<file path="config.mk">
export PLATFORM = sky130hd
export DESIGN_NAME = jtopl_eg_sched
export DESIGN_NICKNAME = d
export VERILOG_FILES = /design/src/rtl/jtopl_eg_pkg.sv /design/src/rtl/jtopl_eg_slotmem.sv /design/src/rtl/jtopl_eg_sched.sv
export SDC_FILE = /design/constraint.sdc
export NUM_CORES = 1
export LEC_CHECK = 0
export BUFFER_PORTS_ARGS = -buffer_cell sky130_fd_sc_hd__buf_4
export CAP_MARGIN = 20
export CORE_ASPECT_RATIO = 1.1
export CORE_MARGIN = 2
export CORE_UTILIZATION = 33
export CTS_BUF_LIST = sky130_fd_sc_hd__clkbuf_2
export DETAILED_ROUTE_END_ITERATION = 8
export PLACE_DENSITY = 0.63
export SYNTH_ARGS = -nofsm -noshare
export SYNTH_HDL_FRONTEND = slang
export SYNTH_HIERARCHICAL = 1
export SYNTH_SLANG_ARGS = --single-unit
export TNS_END_PERCENT = 1
</file>
<file path="constraint.sdc">
create_clock -name clk -period 4.8 [get_ports clk]
set_clock_uncertainty 0.2 [all_clocks]
set_input_delay 0.96 -clock clk [delete_from_list [all_inputs] [get_ports clk]]
set_output_delay 0.96 -clock clk [all_outputs]
set_load 0.02 [all_outputs]
</file>
<file path="src/rtl/jtopl_eg_pkg.sv">
// Shared definitions for the envelope-generator scheduler: slot count,
// ADSR phase encoding and the layout of one per-slot storage word.
package jtopl_eg_pkg;

  localparam int EG_SLOTS = 18;

  typedef enum logic [1:0] {
    EG_ATTACK  = 2'd0,
    EG_DECAY   = 2'd1,
    EG_SUSTAIN = 2'd2,
    EG_RELEASE = 2'd3
  } eg_phase_t;

  // One storage word per slot: current phase plus the keyon bit seen on
  // the previous visit, used to detect key-on rising edges.
  typedef struct packed {
    eg_phase_t phase;
    logic      keyon;
  } eg_slot_t;

  localparam eg_slot_t EG_SLOT_RESET = '{phase: EG_RELEASE, keyon: 1'b0};

endpackage

</file>
<file path="src/rtl/jtopl_eg_slotmem.sv">
// Per-slot phase / previous-keyon register array. Read is combinational at
// addr so the top can compute the next phase and write it back to the same
// entry on the same enabled edge.
module jtopl_eg_slotmem
  import jtopl_eg_pkg::*;
#(
  parameter int SLOTS = EG_SLOTS
) (
  input  logic     clk,
  input  logic     rst,
  input  logic     cen,
  input  logic [4:0] addr,
  input  eg_slot_t wr_data,
  output eg_slot_t rd_data
);

  eg_slot_t entry [SLOTS];

  genvar gi;
  generate
    for (gi = 0; gi < SLOTS; gi++) begin : g_entry
      eg_slot_t entry_reg;

      // Each entry resets to RELEASE / keyon low and only takes a write
      // when it is the addressed slot on an enabled cycle.
      always_ff @(posedge clk) begin
        if (rst) begin
          entry_reg <= EG_SLOT_RESET;
        end else if (cen && (addr == 5'(gi))) begin
          entry_reg <= wr_data;
        end
      end

      assign entry[gi] = entry_reg;
    end
  endgenerate

  // Read mux; out-of-range addresses never occur but read as reset value.
  always_comb begin
    rd_data = EG_SLOT_RESET;
    for (int i = 0; i < SLOTS; i++) begin
      if (addr == 5'(i)) rd_data = entry[i];
    end
  end

endmodule

</file>
<file path="src/rtl/jtopl_eg_sched.sv">
// Envelope-generator scheduler: walks all operator slots, keeps each slot's
// ADSR phase, runs the global envelope counter and registers the base rate
// and attack flag for the downstream step block (one enabled cycle latency).
module jtopl_eg_sched
  import jtopl_eg_pkg::*;
#(
  parameter int SLOTS = EG_SLOTS,
  parameter int CNTW  = 15
) (
  input  logic            clk,
  input  logic            rst,
  input  logic            cen,
  input  logic            keyon,
  input  logic [3:0]      ar,
  input  logic [3:0]      dr,
  input  logic [3:0]      sl,
  input  logic [3:0]      rr,
  input  logic            eg_type,
  input  logic [8:0]      eg_in,
  output logic [4:0]      slot,
  output logic [4:0]      slot_out,
  output logic [CNTW-1:0] eg_cnt,
  output logic [4:0]      base_rate,
  output logic            attack,
  output logic [1:0]      state
);

  logic [4:0]      slot_reg;
  logic [CNTW-1:0] eg_cnt_reg;
  logic [4:0]      slot_out_reg;
  logic [4:0]      base_rate_reg;
  logic [4:0]      base_rate_next;
  logic            attack_reg;
  eg_phase_t       state_reg;
  eg_phase_t       phase_next;
  eg_slot_t        cur_slot;
  eg_slot_t        wr_slot;
  logic            last_slot;

  assign last_slot = (slot_reg == 5'(SLOTS - 1));

  jtopl_eg_slotmem #(.SLOTS(SLOTS)) u_slotmem (
    .clk     (clk),
    .rst     (rst),
    .cen     (cen),
    .addr    (slot_reg),
    .wr_data (wr_slot),
    .rd_data (cur_slot)
  );

  // Phase transition for the slot being visited, highest priority first.
  // The decay threshold compares the top five attenuation bits against sl,
  // with sl=15 stretched to 31 so it means "almost silent".
  always_comb begin
    phase_next = cur_slot.phase;
    if (keyon && !cur_slot.keyon) begin
      phase_next = EG_ATTACK;
    end else if (!keyon) begin
      phase_next = EG_RELEASE;
    end else if (cur_slot.phase == EG_ATTACK && eg_in == 9'd0) begin
      phase_next = EG_DECAY;
    end else if (cur_slot.phase == EG_DECAY && eg_in[8:4] >= {sl == 4'hf, sl}) begin
      phase_next = eg_type ? EG_SUSTAIN : EG_RELEASE;
    end
  end

  // Rate selected by the new phase; sustain uses rate 0 to freeze the level.
  always_comb begin
    base_rate_next = 5'd0;
    case (phase_next)
      EG_ATTACK:  base_rate_next = {ar, 1'b0};
      EG_DECAY:   base_rate_next = {dr, 1'b0};
      EG_SUSTAIN: base_rate_next = 5'd0;
      EG_RELEASE: base_rate_next = {rr, 1'b0};
      default:    base_rate_next = 5'd0;
    endcase
  end

  assign wr_slot = '{phase: phase_next, keyon: keyon};

  // Slot walker, envelope counter and registered per-slot outputs.
  always_ff @(posedge clk) begin
    if (rst) begin
      slot_reg      <= 5'd0;
      eg_cnt_reg    <= '0;
      slot_out_reg  <= 5'd0;
      base_rate_reg <= 5'd0;
      attack_reg    <= 1'b0;
      state_reg     <= EG_RELEASE;
    end else if (cen) begin
      slot_reg      <= last_slot ? 5'd0 : slot_reg + 5'd1;
      if (last_slot) eg_cnt_reg <= eg_cnt_reg + CNTW'(1);
      slot_out_reg  <= slot_reg;
      base_rate_reg <= base_rate_next;
      attack_reg    <= (phase_next == EG_ATTACK);
      state_reg     <= phase_next;
    end
  end

  assign slot      = slot_reg;
  assign eg_cnt    = eg_cnt_reg;
  assign slot_out  = slot_out_reg;
  assign base_rate = base_rate_reg;
  assign attack    = attack_reg;
  assign state     = state_reg;

endmodule

</file>
## Word level (Yosys, flattened, before mapping)

Index checks and enable logic that the tools add are counted.
W data, S select, Z words.

- Add/sub/neg operators: 2
- Magnitude comparators: 1
- Equal/unequal tests: 22
- Muxes and demuxes: 25
- Reduce and logical (&&, ||, !) cells: 27

Operators by type and width:

| kind | count |
|---|---|
| $mux W3 | 18 |
| $eq A5 B4 Y1 const B | 8 |
| $logic_and A1 B1 Y1 | 21 |
| $eq A5 B3 Y1 const B | 4 |
| $pmux W5 S4 | 1 |
| $add A15 B1 Y15 const B | 1 |
| $eq A5 B2 Y1 const B | 2 |
| $eq A5 B5 Y1 const B | 2 |
| $logic_not A9 Y1 | 1 |
| $mux W2 | 4 |
| $add A5 B1 Y5 const B | 1 |
| $eq A5 B1 Y1 const B | 1 |
| $ge A5 B5 Y1 | 1 |
| $logic_not A5 Y1 | 1 |
| $mux W5 | 1 |
| $eq A2 B1 Y1 const B | 2 |
| $eq A2 B2 Y1 const B | 2 |
| $eq A4 B4 Y1 const B | 1 |
| $logic_not A2 Y1 | 2 |
| $reduce_and A2 Y1 | 1 |
| $logic_not A1 Y1 | 1 |
| $mux W1 | 1 |

- Register bits after elaboration: 87
- Input bits: 30
- Word-level logic and storage cells: 119

## Logic depth before layout (Yosys ltp)

- Depth after elaboration: 27
- Mapped depth: 17
- Gate-level depth less buffers: 13

## Hierarchy

Netlist, hierarchy kept.

By module, submodules not included:

| module | times used | cells each | area an instance (um^2) |
|---|---|---|---|
| jtopl_eg_slotmem | 1 | 360 | 2947.8 |
| jtopl_eg_sched | 1 | 190 | 1654.1 |

## Worst setup path after synthesis

No wires, ideal clock.

- Path type: register -> register
- From: reg slot_reg[0] (netlist: slot[0])
- To: reg u_slotmem.g_entry[16].entry_reg (netlist bit u_slotmem/entry[4])
- Library setup time: 120 ps
- Arrival time: 3330 ps
- Data required time: 4480 ps
- Setup slack: 1150 ps
- Cell stages (with the launch flop): 17
- Clock period less this slack: 3650 ps
- Cells stage by stage: dfxtp_1 buf_4 buf_4 o21ai_0 nand4_1 o311ai_1 o2bb2a_1 a2bb2oi_1 nor4_1 and3_1 o21ai_1 nand2_1 clkbuf_1 inv_1 clkbuf_1 nor2_1 a211o_1

RTL lines:

| element | line | RTL |
|---|---|---|
| from (decl) | jtopl_eg_sched.sv:28 | `logic [4:0] slot_reg;` |
| from (signal assigned) | jtopl_eg_sched.sv:91 | `slot_reg <= last_slot ? 5'd0 : slot_reg + 5'd1;` |
| to (signal assigned) | jtopl_eg_slotmem.sv:30 | `entry_reg <= wr_data;` |
| to (decl) | jtopl_eg_slotmem.sv:22 | `eg_slot_t entry_reg;` |

==> impl_metrics.yaml <==
clock_tree:
  clock_latency_ps: 530
  cts.htree.levels: 3
  postCtsSetupBuffers: 0
  cts_made_buffers: 9
  path_clk_slew_ps: 210
  clkSinkCount: 86
  clock_path_buffers: 2
  cts_hold_buf: 0
  cts-root-buf: "clkbuf_2"
  cts_resized: 0
  cts_tree: "built"
routing:
  first_pass_iters: 5
  vias_per_cell: 5.337
  drt_iter0_markers: 386
  drt_wl_total_um: 12330
  vias: 4184
  ant_nets: 0
  wl_per_cell_um: 15.73
  drc: 0
run:
  maxCapViolCount: 0
setup_path:
  slowest_stage: "dfxtp_1"
  crit-reg2reg-launch: "slot[3]$_SDFFE_PP0P_"
  worst_r2r_path_depth: 12
  critPathMaxStageDelay_ps: 850
  crit_family: "compound AO/OA/AOI/OAI gates"
  crit_path_end_kind: "flop"
  crit_cells: 12
  critical_path.max_fanout: 19
  arrival_ps: 4630
  crit_path_start_kind: "flop"
  crit_required_ps: 5050
  path_buf_inv: 1
  crit_type: "flop to flop"
  crit_top_cell: "a2bb2oi_1"
  crit_start: "slot[3]$_SDFFE_PP0P_"
  critical_path.cell_chain: "and2b_1 > a21oi_1 > a2bb2oi_1 > o2bb2a_1 > a2bb2oi_1 > nor4_1 > and3_1 > o21ai_1 > nand2_1 > inv_1 > nor2_1 > a211o_1"
yosys:
  netlist_instances: 550
  avgSynthCellArea_um2: 8.367
  synth.most_common_cell: "dfxtp_1"
  yosys_most_used_dff: "dfxtp_1"
  yosysTopAreaCell: "dfxtp_1"
  synth_edf_count: 0
  synth_fp_nets: 588
  synthTopCellsByArea: "dfxtp_1 (37%), mux2i_1 (6.5%), nand2_1 (5.8%)"
  yosys.area.top_type_share: 0.3741
  ys_ff_latch: 86
  yosysUniqueCellTypes: 75
  ys_warn_count: 6
  synth_area_um2: 4602
  synth_async_sr_flop_share: 0
  ys_seq_area_frac: 0.3741
  synthTopCellsByCount: "dfxtp_1 (86), nand2_1 (71), nor2_1 (46), nand3_1 (41), mux2i_1 (30)"
die:
  die_h_um: 127.9
  num_rows: 45
  dieArea_um2: 14910
  die_width_um: 116.6
  io_pins: 63
  core_um2: 13740
  start_util: 0.3350
sta:
  period_needed_ps: 4377
  worst_pin_slew_ps: 947.9
  report.final.slew_viol_count: 0
  fin_crit_sh: 0.9120
  fin_setup_tns_ps: 0
  setup_viol_count_final: 0
  rsz0062_at_grt: "no"
  finalHoldViolations: 0
  slew_headroom: 0.3673
  fmax_mhz: 228.4
pwr:
  seq_power_share: 0.580
  p_comb_frac: 0.147
  powerDensity_nw_per_um2: 244.7
  p_leak_nw: 2.036
  total_power_mw: 1.288
  p_int_mw: 0.9155
  ir_worst_vdd_uv: 97.79
  p_clk_frac: 0.273
  switchingPower_mw: 0.3724
  switching_share: 0.2891
global_routing:
  antenna_found_initial: 1
  grt_usage: 0.1703
  grt_pass1_vias: 4063
  grt_pass1_wl_um: 20020
  overflow: 0
  grt_max_degree: 59
final_layout:
  fin_nets: 630
  largest_reg_flops: 54
  syn2layout_area_growth_pct: 14.38
  drive_gt1_frac: 0.1765
  fillers: 1422
hold_path:
  whs_path_depth: 2
  hold_class: "flop to flop"
  hp-start: "u_slotmem/entry[21]$_SDFFE_PP0P_"
placement:
  io_buffers: 61
  place_hpwl_um: 8788
  globalplace.congestion: 0.9289
run_status:
  outcome: "completed"
## metal layers
metal,up-vias,part of all wire,GRT usage
met2,135,0.48,0.2726
met1,1992,0.44,0.2083
met5,-,0,0
met4,0,0.042,0.1017
met3,31,0.046,0.03735
li1,2026,-,-
## kinds of logic after synthesis
kind of cell | after synthesis | synth area share
AOI/OAI and AO/OA | 109 | 0.1620
buffers and inverters | 51 | 0.05139
adders and majority gates | 8 | 0.02175
xor gates and xnor gates | 15 | 0.02855
and+or+nand+nor | 247 | 0.2887
DFF | 86 | 0.3741
muxes | 33 | 0.07259
other | 1 | 0.0008149
## stage by stage
step                      worst slack, ps  utilization  instances  cell area, um^2  hold slack (ps)
after floorplan                      1150            -        550             4602            229.6
after global placement              611.8       0.3760        769             5165            242.8
after detailed placement            434.0       0.3760        769             5165            252.9
after CTS                           396.1       0.3830        783             5261            278.7
after global routing                38.96       0.3832        784             5264            307.8
final                               422.6       0.3832        784             5264            275.5
## cell type report
cell class,count,area [um^2],area share
well taps,188,235.2,0.04469
clock buffers,9,45.04,0.008557
multi-input cells,413,2644,0.5023
repair buffers,68,510.5,0.09698
diodes,1,2.502,0.0004754
flip-flops and latches,86,1723,0.3273
clock inverters,5,51.30,0.009746
inverters,14,52.55,0.009983
## power by group through the flow
stage | registers, mW | clock network (mW) | logic [mW]
floorplan | 0.758 | 0 | 0.127
global placement | 0.761 | 0 | 0.185
detailed placement | 0.761 | 0 | 0.189
CTS | 0.748 | 0.365 | 0.190
global route | 0.751 | 0.394 | 0.210
finish | 0.747 | 0.351 | 0.189
## cells in the final DEF (no fill, tap or decap), drive strengths merged, types with 5 or more instances in the layout
cell and n:
a21boi 5, mux2i 30, nand2 72, nand3 44, inv 15, a31oi 5
o21ai 22, a21oi 25, nand4 9, dfxtp 86, nor3 13, nand2b 13
clkbuf 9, ha 8, o211ai 11, xor2 10, nor2b 13, a211o 6
and2 5, xnor2 5, nor2 50, buf 68
## worst reg2reg max path: cells and delay by family, from the launching register on
| kind | cells | cell delay, ps |
|---|---|---|
| flip-flops | 1 | 850 |
| buffers and inverters | 1 | 410 |
| AO/OA/AOI/OAI | 6 | 1660 |
| AND/OR/NAND/NOR | 5 | 1190 |
## worst paths after layout
| kind | endpoint | slack, ps |
|---|---|---|
| worst max-delay path | u_slotmem/entry[4]$_SDFFE_PP1P_ | 420 |
| worst min-delay path | u_slotmem/entry[21]$_SDFFE_PP0P_ | 280 |
| worst max register to register | u_slotmem/entry[4]$_SDFFE_PP1P_ | 420 |
| worst min register to register | u_slotmem/entry[21]$_SDFFE_PP0P_ | 280 |
(Power assumes the default switching activity.)
